<file path="config.mk">
export PLATFORM = sky130hd
export DESIGN_NAME = lcd_panel_responder_flat
export DESIGN_NICKNAME = d
export VERILOG_FILES = /design/src/rtl/lcd_panel_responder_if.sv /design/src/rtl/lcd_panel_responder.sv /design/src/flat_wrapper.sv
export SDC_FILE = /design/constraint.sdc
export NUM_CORES = 1
export LEC_CHECK = 0
export BUFFER_PORTS_ARGS = -buffer_cell sky130_fd_sc_hd__buf_2
export CELL_PAD_IN_SITES_DETAIL_PLACEMENT = 1
export CELL_PAD_IN_SITES_GLOBAL_PLACEMENT = 1
export CORE_ASPECT_RATIO = 0.5
export CORE_MARGIN = 2
export CORE_UTILIZATION = 50
export CTS_CLUSTER_SIZE = 20
export DETAILED_ROUTE_END_ITERATION = 6
export HOLD_SLACK_MARGIN = 0.15
export PLACE_DENSITY = 0.87
export SLEW_MARGIN = 40
export SYNTH_ARGS = -nofsm -noshare
export SYNTH_HDL_FRONTEND = slang
export SYNTH_SLANG_ARGS = --single-unit
</file>
<file path="constraint.sdc">
create_clock -name CLK_1M -period 12 [get_ports CLK_1M]
set_input_delay 1.2 -clock CLK_1M [delete_from_list [all_inputs] [get_ports CLK_1M]]
set_output_delay 1.2 -clock CLK_1M [all_outputs]
set_load 0.03 [all_outputs]
</file>
<file path="src/rtl/lcd_panel_responder_if.sv">
// HD44780-style character LCD bus between the watch controller and the panel responder.
interface lcd_panel_responder_if;
    logic       LCD_E;
    logic       LCD_RS;
    logic       LCD_RW;
    logic [7:0] LCD_DATA_IN;
    logic [7:0] LCD_DATA_OUT;
    logic       LCD_DATA_OE;

    modport master (output LCD_E, LCD_RS, LCD_RW, LCD_DATA_IN,
                    input  LCD_DATA_OUT, LCD_DATA_OE);
    modport slave  (input  LCD_E, LCD_RS, LCD_RW, LCD_DATA_IN,
                    output LCD_DATA_OUT, LCD_DATA_OE);
endinterface

</file>
<file path="src/rtl/lcd_panel_responder.sv">
// 16x2 character LCD responder: oversamples E, decodes on its falling edge,
// holds DDRAM and cursor/display state, and models the busy flag.
module lcd_panel_responder #(
    parameter int BUSY_CYCLES  = 40,
    parameter int CLEAR_CYCLES = 1640
) (
    input  logic                   CLK_1M,
    input  logic                   RESET,
    lcd_panel_responder_if.slave   lcd,
    input  logic [4:0]             PEEK_ADDR,
    output logic [7:0]             PEEK_CHAR,
    output logic                   DISP_ON,
    output logic [6:0]             CURSOR_ADDR,
    output logic                   BUSY,
    output logic                   CMD_ERR
);
    localparam int MAXC = (CLEAR_CYCLES > BUSY_CYCLES) ? CLEAR_CYCLES : BUSY_CYCLES;
    localparam int CW   = $clog2(MAXC + 1);

    typedef enum logic [1:0] {IDLE, EXEC, CLEAR} state_t;
    typedef struct packed {
        logic id, s, d, c, b, dl, n, f;
    } mode_t;
    localparam mode_t MODE_RST = '{id: 1'b1, default: 1'b0};

    state_t        state, state_nxt;
    logic          e_s1, e_s2, e_d;
    logic          cap_rs, cap_rw;
    logic [7:0]    cap_data;
    logic [7:0]    ddram [32];
    logic [6:0]    ac, ac_nxt;
    mode_t         mode, mode_nxt;
    logic [CW-1:0] cnt;
    logic [5:0]    fill;
    logic [7:0]    data_out;
    logic          strobe, is_bfr, is_clr, bad, wr_en, accept, err_nxt;

    function automatic logic [6:0] ac_step(input logic [6:0] a, input logic inc);
        if (inc) begin
            case (a)
                7'h0F:   return 7'h40;
                7'h4F:   return 7'h00;
                default: return a + 7'd1;
            endcase
        end
        case (a)
            7'h40:   return 7'h0F;
            7'h00:   return 7'h4F;
            default: return a - 7'd1;
        endcase
    endfunction

    function automatic logic [4:0] ac_idx(input logic [6:0] a);
        return {a[6], a[3:0]};
    endfunction

    function automatic logic in_map(input logic [6:0] a);
        return (a[6:4] == 3'b000) || (a[6:4] == 3'b100);
    endfunction

    assign BUSY             = (state != IDLE);
    assign CURSOR_ADDR      = ac;
    assign DISP_ON          = mode.d;
    assign PEEK_CHAR        = ddram[PEEK_ADDR];
    assign lcd.LCD_DATA_OUT = data_out;
    assign lcd.LCD_DATA_OE  = e_s2 & cap_rw;

    // Decode uses only the values captured while E was still seen high.
    always_comb begin
        strobe   = e_d & ~e_s2;
        is_bfr   = ~cap_rs & cap_rw;
        is_clr   = 1'b0;
        bad      = 1'b0;
        wr_en    = 1'b0;
        ac_nxt   = ac;
        mode_nxt = mode;
        if (cap_rs) begin
            wr_en  = ~cap_rw;
            ac_nxt = ac_step(ac, mode.id);
        end else if (!cap_rw) begin
            casez (cap_data)
                8'b1???????: begin
                    if (in_map(cap_data[6:0])) ac_nxt = cap_data[6:0];
                    else bad = 1'b1;
                end
                8'b01??????: bad = 1'b1;
                8'b001?????: {mode_nxt.dl, mode_nxt.n, mode_nxt.f} = cap_data[4:2];
                8'b0001????: if (!cap_data[3]) ac_nxt = ac_step(ac, cap_data[2]);
                8'b00001???: {mode_nxt.d, mode_nxt.c, mode_nxt.b} = cap_data[2:0];
                8'b000001??: {mode_nxt.id, mode_nxt.s} = cap_data[1:0];
                8'b0000001?: ac_nxt = 7'h00;
                8'b00000001: begin
                    is_clr      = 1'b1;
                    ac_nxt      = 7'h00;
                    mode_nxt.id = 1'b1;
                end
                default: ;
            endcase
        end
        accept  = strobe & ~is_bfr & ~BUSY & ~bad;
        err_nxt = strobe & ~is_bfr & (BUSY | bad);
    end

    always_comb begin
        state_nxt = state;
        case (state)
            IDLE:        if (accept) state_nxt = is_clr ? CLEAR : EXEC;
            EXEC, CLEAR: if (cnt == '0) state_nxt = IDLE;
            default:     state_nxt = IDLE;
        endcase
    end

    always_ff @(posedge CLK_1M or posedge RESET) begin
        if (RESET) state <= IDLE;
        else       state <= state_nxt;
    end

    always_ff @(posedge CLK_1M or posedge RESET) begin
        if (RESET) begin
            e_s1     <= 1'b0;
            e_s2     <= 1'b0;
            e_d      <= 1'b0;
            cap_rs   <= 1'b0;
            cap_rw   <= 1'b0;
            cap_data <= 8'h00;
            for (int i = 0; i < 32; i++) ddram[i] <= 8'h20;
            ac       <= 7'h00;
            mode     <= MODE_RST;
            cnt      <= '0;
            fill     <= '0;
            data_out <= 8'h00;
            CMD_ERR  <= 1'b0;
        end else begin
            e_s1 <= lcd.LCD_E;
            e_s2 <= e_s1;
            e_d  <= e_s2;
            if (e_s2) begin
                cap_rs   <= lcd.LCD_RS;
                cap_rw   <= lcd.LCD_RW;
                cap_data <= lcd.LCD_DATA_IN;
                if (lcd.LCD_RW)
                    data_out <= lcd.LCD_RS ? ddram[ac_idx(ac)] : {BUSY, ac};
            end
            CMD_ERR <= err_nxt;
            if (cnt != '0) cnt <= cnt - CW'(1);
            // Clear fill runs in the first 32 cycles of the CLEAR busy window.
            if (state == CLEAR && !fill[5]) begin
                ddram[fill[4:0]] <= 8'h20;
                fill             <= fill + 6'd1;
            end
            if (accept) begin
                ac   <= ac_nxt;
                mode <= mode_nxt;
                if (wr_en) ddram[ac_idx(ac)] <= cap_data;
                if (is_clr) begin
                    cnt  <= CW'(CLEAR_CYCLES - 1);
                    fill <= '0;
                end else begin
                    cnt  <= CW'(BUSY_CYCLES - 1);
                end
            end
        end
    end
endmodule

</file>
<file path="src/flat_wrapper.sv">
// flat-port wrapper written by rule: the top's interface ports become plain ports
module lcd_panel_responder_flat 
#(
    parameter int BUSY_CYCLES  = 40,
    parameter int CLEAR_CYCLES = 1640
)
  (CLK_1M, RESET, PEEK_ADDR, PEEK_CHAR, DISP_ON, CURSOR_ADDR, BUSY, CMD_ERR, lcd_LCD_E, lcd_LCD_RS, lcd_LCD_RW, lcd_LCD_DATA_IN, lcd_LCD_DATA_OUT, lcd_LCD_DATA_OE);
  lcd_panel_responder_if lcd_i ();
  input  logic CLK_1M;
  input  logic RESET;
  input  logic [4:0] PEEK_ADDR;
  output logic [7:0] PEEK_CHAR;
  output logic DISP_ON;
  output logic [6:0] CURSOR_ADDR;
  output logic BUSY;
  output logic CMD_ERR;
  input wire logic [$bits(lcd_i.LCD_E)-1:0] lcd_LCD_E;
  input wire logic [$bits(lcd_i.LCD_RS)-1:0] lcd_LCD_RS;
  input wire logic [$bits(lcd_i.LCD_RW)-1:0] lcd_LCD_RW;
  input wire logic [$bits(lcd_i.LCD_DATA_IN)-1:0] lcd_LCD_DATA_IN;
  output wire logic [$bits(lcd_i.LCD_DATA_OUT)-1:0] lcd_LCD_DATA_OUT;
  output wire logic [$bits(lcd_i.LCD_DATA_OE)-1:0] lcd_LCD_DATA_OE;
  assign lcd_i.LCD_E = lcd_LCD_E;
  assign lcd_i.LCD_RS = lcd_LCD_RS;
  assign lcd_i.LCD_RW = lcd_LCD_RW;
  assign lcd_i.LCD_DATA_IN = lcd_LCD_DATA_IN;
  assign lcd_LCD_DATA_OUT = lcd_i.LCD_DATA_OUT;
  assign lcd_LCD_DATA_OE = lcd_i.LCD_DATA_OE;
  lcd_panel_responder #(.BUSY_CYCLES(BUSY_CYCLES), .CLEAR_CYCLES(CLEAR_CYCLES)) u_core (.CLK_1M(CLK_1M), .RESET(RESET), .lcd(lcd_i), .PEEK_ADDR(PEEK_ADDR), .PEEK_CHAR(PEEK_CHAR), .DISP_ON(DISP_ON), .CURSOR_ADDR(CURSOR_ADDR), .BUSY(BUSY), .CMD_ERR(CMD_ERR));
endmodule
</file>
==> results of run 1 <==
logic make-up after synthesis:
group,count (synthesis),share of synthesized area
buffers and inverters,174,0.0423
adders and majority gates,12,0.00852
DFF,306,0.437
and+or+nand+nor,795,0.198
xor gates and xnor gates,17,0.00845
muxes,195,0.197
AOI/OAI and AO/OA,332,0.109
power groups by stage:
stage | logic, W | registers, W | clock network (W)
6_report | 0.00123 | 0.00162 | 0.000973
5_1_grt | 0.00130 | 0.00160 | 0.00101
4_1_cts | 0.00116 | 0.00159 | 0.000970
3_5_place_dp | 0.00115 | 0.00159 | 0
3_3_place_gp | 0.00109 | 0.00159 | 0
2_1_floorplan | 0.000882 | 0.00142 | 0
how the worst max path moves through the flow:
stage,from,end,slack (ns),depth (start not counted)
6_report,PEEK_ADDR[0],PEEK_CHAR[0],6.84,6
3_3_place_gp,PEEK_ADDR[0],PEEK_CHAR[2],6.94,6
2_1_floorplan,RESET,u_core.CMD_ERR,2.40,1
4_1_cts,PEEK_ADDR[0],PEEK_CHAR[0],6.83,6
3_5_place_dp,PEEK_ADDR[0],PEEK_CHAR[0],6.85,6
5_1_grt,PEEK_ADDR[0],PEEK_CHAR[0],6.71,6
per-stage QoR:
step / setup WS (ns) / cell area (µm²) / utilization / cells / hold WS (ns)
global route: 6.71 / 19100 / 0.552 / 2286 / 0.389
finish: 6.84 / 19100 / 0.552 / 2287 / 0.376
detailed placement: 6.85 / 18000 / 0.521 / 2230 / 0.350
floorplan: 2.40 / 17600 / - / 1831 / 0.331
CTS: 6.83 / 19000 / 0.549 / 2284 / 0.372
global placement: 6.94 / 18000 / 0.520 / 2229 / 0.338
critical path: cells and delay by family:
family                 cells  cell delay, ns
multiplexers               3            1.47
buffers and inverters      3            1.24
layout make-up:
type | count | area, µm²
Clock buffer | 47 | 863
Clock inverter | 7 | 104
Fill cell | 3928 | 15500
Tap cell | 475 | 594
Antenna cell | 2 | 5.00
Inverter | 28 | 118
Multi-Input combinational cell | 1351 | 9240
Sequential cell | 306 | 7710
Timing Repair Buffer | 71 | 457
registers in the layout, summed over array words and instances (netlist names), 2 cells and up:
register                 cells
u_core.ddram               256
u_core.cnt                  11
u_core.cap_data              8
u_core.lcd.LCD_DATA_OUT      8
u_core.CURSOR_ADDR           7
u_core.fill                  6
u_core.state                 2
metal layers:
metal	vias to the layer above	routed length [µm]	track usage
li1	6423	-	-
met1	8169	26500	0.511
met2	1290	28600	0.543
met3	356	12800	0.192
met4	4	4200	0.177
met5	-	106	0.0211
Yosys cell counts (all sizes together) (2+ instances only):
library cell | n | area [µm²]
nand2 | 487 | 1830
dfrtp | 273 | 6830
o21ai | 199 | 996
nand3 | 128 | 641
mux4 | 119 | 2680
clkbuf | 75 | 282
buf | 71 | 359
nor2 | 70 | 263
mux2i | 54 | 541
dfstp | 33 | 867
a31oi | 32 | 200
a21oi | 30 | 150
inv | 28 | 105
mux2 | 22 | 248
nor2b | 20 | 125
nor3 | 18 | 115
a22oi | 14 | 105
and2 | 13 | 81.3
and3 | 12 | 75.1
ha | 12 | 150
xnor2 | 12 | 105
or3 | 10 | 62.6
nand4 | 9 | 56.3
nand2b | 7 | 43.8
a211oi | 6 | 45.0
o22ai | 6 | 37.5
a22o | 5 | 43.8
xor2 | 5 | 43.8
a2111oi | 4 | 35.0
a311oi | 4 | 35.0
nand3b | 4 | 30.0
o211ai | 4 | 30.0
a211o | 3 | 26.3
a21o | 3 | 22.5
a221oi | 3 | 26.3
a2bb2oi | 3 | 26.3
o21bai | 3 | 22.5
and3b | 2 | 17.5
nand4b | 2 | 17.5
nor3b | 2 | 15.0
nor4b | 2 | 32.5
o221ai | 2 | 17.5
or4 | 2 | 18.8
or4b | 2 | 20.0
==> metrics.md, run 1 <==
| Metric | Value |
|---|---|
| Slew Limit Fails | `0` |
| Via-per-instance ratio | `7.10` |
| Final hold violation count | `0` |
| CTS Hold Buffers Added | `0` |
| TNS Setup | `0 ns` |
| Setup repair bufs after CTS | `0` |
| Synth cell types | `between 60 and 70` |
| Seq cells post-synth | `around 310` |
| DRC | `0` |
| Most frequent cells in the layout | `nand2_1 (486), dfrtp_1 (267), o21ai_0 (195), nand3_1 (126), mux4_2 (119)` |
| Switching Share | `0.404` |
| Asr flop ratio synth | `1.00` |
| Rel. slew slack | `0.383` |
| Max cap viols | `0` |
| Comb power frac | `0.323` |
| Share of cells above drive strength 1 | `0.182` |
| Req. time, crit path | `10.80 ns` |
| H-tree depth | `1` |
| CP endpoint kind | `output pin` |
| Largest net degree at the start of global routing | `about 110` |
| First-pass GRT wire length | `about 110 mm` |
| Worst skew pair latency | `roughly 0.60 ns` |
| Starting Density | `0.509` |
| Final ANT Viol Nets | `0` |
| Initial DRC Count | `~2.4k` |
| Sink Count | `around 310` |
| Synthesized area per cell | `roughly 9.6 µm²` |
| PostCTS Resize Cnt | `0` |
| PD cells | `roughly 200 nW/µm²` |
| Vias in the first global route | `around 16k` |
| Leakage power | `between 7 and 8 nW` |
| Status | `finished clean` |
| CP Launch Type | `input pin` |
| RSZ-0062 raised after global routing | `false` |
| Ports | `45` |
| CP Class | `input pin to output pin` |
| CTS root buf | `clkbuf_16` |
| Reg-to-Reg End | `u_core.ddram[156]` |
| Core ar. | `around 35000 µm²` |
| Worst path cell trace | `buf_4, buf_4, mux4_2, mux4_2, mux2_2, buf_2` |
| CP max stage delay | `between 0.6 and 0.7 ns` |
| Post-layout min period | `a little over 5 ns` |
| Routability cong. | `about 1.1` |
| Synth-to-layout area growth | `8.39%` |
| Worst Path Max Fanout | `between 40 and 50` |
| Skew final | `0.0264 ns` |
| Die extent in x | `approximately 270 µm` |
| Initial antenna violation count | `4` |
| GR Util All Layers | `0.390` |
| Net Count, Synth | `around 1.9k` |
| Cell Int Power | `roughly 0.0023 W` |
| Slowest CP cell | `buf_4` |
| Hold EP | `u_core.e_s2` |
| Die area | `around 37000 µm²` |
| Routed len/inst | `between 30 and 40 µm` |
| Worst R2R Start | `u_core.state[0]` |
| Overall routed net length | `72.1 mm` |
| Sw power | `between 0.0015 and 0.002 W` |
| Max frequency | `about 0.19 GHz` |
| TritonRoute pass-1 iters | `7` |
| Reg2Reg Depth | `6` |
| Final HPWL DP | `around 49 mm` |
| Mapped Cells | `about 1.8k` |
| PortBufs | `44` |
| Pwr Total | `approximately 0.0038 W` |
| CTS tree | `yes` |
| Clk slew on worst S/H paths | `approximately 0.070 ns` |
| Peak VDD IR | `0.102 mV` |
| Final Cycle Share | `0.430` |
| Seq/Total Area, Yosys | `0.437` |
| Final setup fails | `0` |
| Hold WC Path Type | `flip-flop to flip-flop` |
| Synth Flop Type | `dfrtp_1` |
| WP data arrival | `around 4.0 ns` |
| R2r setup slk | `around 9 ns` |
| Hold Path Cell Cnt | `0` |
| EDFF count, synth | `0` |
| Slew @ Worst Pin | `slightly above 0.9 ns` |
| Clock power frac | `0.255` |
| Layout net count | `between 1.5k and 2k` |
| Reg power frac | `0.423` |
| Cell area after synthesis | `17600 µm²` |
| Grt total ovfl | `0` |
| Die Height | `roughly 140 µm` |
| Row Count | `48` |
| Ys Warns | `0` |
| Vias post-DR | `16.2k` |
| Commonest non-fill, non-tap cell in the layout | `nand2_1` |
| Num CTS Buffers | `29` |
| Clk buf depth | `3` |
| Worst Hold Launch | `u_core.e_s1` |
No activity file was read; power rests on OpenSTA's default activity.
==> inputs of run 2 (changes only) <==
--- a/config.mk
+++ b/config.mk
@@ -5,16 +5,17 @@
 export SDC_FILE = /design/constraint.sdc
 export NUM_CORES = 1
 export LEC_CHECK = 0
+export ABC_AREA = 1
 export BUFFER_PORTS_ARGS = -buffer_cell sky130_fd_sc_hd__buf_2
 export CELL_PAD_IN_SITES_DETAIL_PLACEMENT = 1
 export CELL_PAD_IN_SITES_GLOBAL_PLACEMENT = 1
 export CORE_ASPECT_RATIO = 0.5
 export CORE_MARGIN = 2
-export CORE_UTILIZATION = 50
+export CORE_UTILIZATION = 42
 export CTS_CLUSTER_SIZE = 20
 export DETAILED_ROUTE_END_ITERATION = 6
 export HOLD_SLACK_MARGIN = 0.15
-export PLACE_DENSITY = 0.87
+export PLACE_DENSITY = 0.83
 export SLEW_MARGIN = 40
 export SYNTH_ARGS = -nofsm -noshare
 export SYNTH_HDL_FRONTEND = slang
==> constraint.sdc (replaced) <==
create_clock -name CLK_1M -period 4.47 [get_ports CLK_1M]
set_input_delay 0.447 -clock CLK_1M [delete_from_list [all_inputs] [get_ports CLK_1M]]
set_output_delay 0.447 -clock CLK_1M [all_outputs]
set_load 0.03 [all_outputs]
==> metrics.md, run 2 <==
| Metric | Value |
|---|---|
| Status | `finished clean` |
| Post-layout min period | `roughly 3.2 ns` |
| Vias post-DR | `about 20k` |
| Layout net count | `about 2.8k` |
| H-tree depth | `1` |
| Post-synth top area cell | `dfrtp_1` |
| Area contributors post-synth | `dfrtp_1 (36%), nand2_1 (13%), o21ai_0 (12%), nor2_1 (7.8%), inv_1 (6.0%)` |
| Synth cell types | `33` |
| Peak VDD IR | `~0.31 mV` |
| Reg2Reg Depth | `9` |
| PD cells | `about 490 nW/µm²` |
| Slew @ Worst Pin | `roughly 0.85 ns` |
| Final Cycle Share | `0.724` |
| Routed len/inst | `around 22 µm` |
| CP endpoint kind | `output pin` |
| Ys Warns | `0` |
| PortBufs | `44` |
| Worst Hold Launch | `lcd_LCD_RW` |
| Critical path origin | `PEEK_ADDR[0]` |
| Max FFs per register | `around 260` |
| RSZ-0062 raised after global routing | `false` |
| DRC | `0` |
| Initial DRC Count | `~1.9k` |
| CTS tree | `yes` |
| Overall routed net length | `73.8 mm` |
| Hold WC Path Type | `input pin to flip-flop` |
| Synthesized area per cell | `6.77 µm²` |
| Clock power frac | `0.271` |
| Post-synth top area share | `0.360` |
| TNS Setup | `0 ns` |
| Synth Flop Type | `dfrtp_1` |
| Core ar. | `44100 µm²` |
| Vias in the first global route | `19.7k` |
| Die extent in x | `about 300 µm` |
| First-pass GRT wire length | `115 mm` |
| Req. time, crit path | `approximately 4.0 ns` |
| Sw power | `~0.0044 W` |
| WP data arrival | `2.79 ns` |
| Seq cells post-synth | `between 300 and 400` |
| CTS root buf | `clkbuf_16` |
| CP Class | `input pin to output pin` |
| Asr flop ratio synth | `1.00` |
| Slew Limit Fails | `0` |
| Leakage power | `slightly below 10 nW` |
| Final hold violation count | `0` |
| Worst Path Max Fanout | `a little over 100` |
| Largest regs | `u_core.ddram: 256 flops, u_core.cnt: 11 flops` |
| Num CTS Buffers | `31` |
| Final ANT Viol Nets | `0` |
| Reg power frac | `0.346` |
| Die area | `approximately 47000 µm²` |
| Grt total ovfl | `0` |
| Most flop-heavy register | `u_core.ddram` |
| Worst skew pair latency | `between 0.6 and 0.7 ns` |
| TritonRoute pass-1 iters | `6` |
| EDFF count, synth | `0` |
| Number of diodes | `0` |
| Placed cells | `around 3.3k` |
| Initial antenna violation count | `1` |
| Starting Density | `0.431` |
| Mapped Cells | `2800` |
| Synth-to-layout area growth | `8.96%` |
| Die Height | `roughly 150 µm` |
| Comb power frac | `0.383` |
| Routability cong. | `0.937` |
| Sink Count | `between 300 and 400` |
| Top cells by count, synth | `nand2_1 (673), o21ai_0 (444), nor2_1 (394)` |
| Commonest non-fill, non-tap cell in the layout | `nand2_1` |
| Hold EP | `u_core.lcd.LCD_DATA_OUT[2]` |
| Net Count, Synth | `between 2k and 3k` |
| Clk slew on worst S/H paths | `0.06 ns` |
| Non-Filler Instances | `3368` |
| Clk buf depth | `3` |
| Largest net degree at the start of global routing | `between 100 and 150` |
| Max frequency | `~0.31 GHz` |
| Setup repair bufs after CTS | `0` |
| Ports | `45` |
| Cell area after synthesis | `19000 µm²` |
| Via-per-instance ratio | `5.79` |
| Share of cells above drive strength 1 | `0.0759` |
| Most frequent cell after synthesis | `nand2_1` |
| Row Count | `54` |
| Final setup fails | `0` |
| Switching Share | `0.430` |
| Hold Path Cell Cnt | `3` |
| Seq/Total Area, Yosys | `0.406` |
| Most frequent cells in the layout | `nand2_1 (673), o21ai_0 (444), nor2_1 (394), inv_1 (300), dfrtp_1 (271)` |
| Max cap viols | `0` |
| FILL cells | `slightly below 6k` |
| PostCTS Resize Cnt | `0` |
| R2r setup slk | `around 1.3 ns` |
| Worst R2R Start | `u_core.cap_rs` |
| Cell Int Power | `around 0.0058 W` |
| Final HPWL DP | `roughly 48 mm` |
| GR Util All Layers | `0.313` |
| Rel. slew slack | `0.427` |
| Skew final | `~0.021 ns` |
| Reg-to-Reg End | `u_core.ddram[101]` |
| CP Launch Type | `input pin` |
run 2: power by group through the flow:
stage               clock network (W)  logic [W]  registers [W]
CTS                           0.00276    0.00373        0.00353
floorplan                           0    0.00252        0.00348
global route                  0.00287    0.00424        0.00354
global placement                    0    0.00357        0.00356
finish                        0.00275    0.00388        0.00350
detailed placement                  0    0.00369        0.00357
run 2: logic make-up (layout without fill, tap and decap cells):
| logic type | Yosys count | count (layout) | synth area share |
|---|---|---|---|
| xor+xnor | 6 | 6 | 0.00277 |
| flops | 306 | 306 | 0.406 |
| compound gates | 738 | 738 | 0.207 |
| buf+inv | 486 | 466 | 0.106 |
| fa+ha+maj | 12 | 12 | 0.00792 |
| simple gates | 1252 | 1252 | 0.270 |
run 2: how the worst max path moves through the flow:
stage,end,slack [ns]
final,PEEK_CHAR[3],1.23
after global routing,PEEK_CHAR[5],1.13
after CTS,PEEK_CHAR[3],1.30
after detailed placement,PEEK_CHAR[3],1.30
after global placement,PEEK_CHAR[3],1.32
after floorplan,u_core.CMD_ERR,-0.02
run 2: area by class of cell:
| cell class | instances | area, µm² | area share |
|---|---|---|---|
| Multi-Input combinational cell | 2008 | 9280 | 0.449 |
| Sequential cell | 306 | 7700 | 0.373 |
| Inverter | 313 | 1180 | 0.0572 |
| Clock buffer | 46 | 922 | 0.0446 |
| Tap cell | 588 | 736 | 0.0356 |
| Timing Repair Buffer | 95 | 728 | 0.0352 |
| Clock inverter | 12 | 114 | 0.00551 |
run 2: metal layers:
metal	vias up	GRT usage	wire length, µm
li1	8916	-	-
met1	9648	0.437	32500
met5	-	0	0
met2	791	0.492	32300
met4	0	0.109	2510
met3	156	0.0563	6430
run 2: worst max-delay path: stages:
cell	delay [ns]
buf_4	0.40
inv_4	0.31
buf_12	0.31
a21oi_1	0.18
o21ai_0	0.13
o211ai_1	0.18
nand3_1	0.16
nand2_1	0.19
nand2_1	0.09
nand2_1	0.10
buf_2	0.21
run 2: stage by stage:
stage	hold WS, ns	total power [W]	instance area, µm²	setup WS (ns)	util
detailed placement	0.342	0.00726	19500	1.30	0.442
global route	0.180	0.0107	20700	1.13	0.469
global placement	0.335	0.00713	19500	1.32	0.442
floorplan	0.331	0.00600	19000	-0.0210	-
CTS	0.153	0.0100	20600	1.30	0.468
finish	0.167	0.0101	20700	1.23	0.469
run 2: timing repair:
item,CTS,global route
hold endpoints to repair,30,0
endpoints found under the setup margin,0,0
hold buffers,11,0
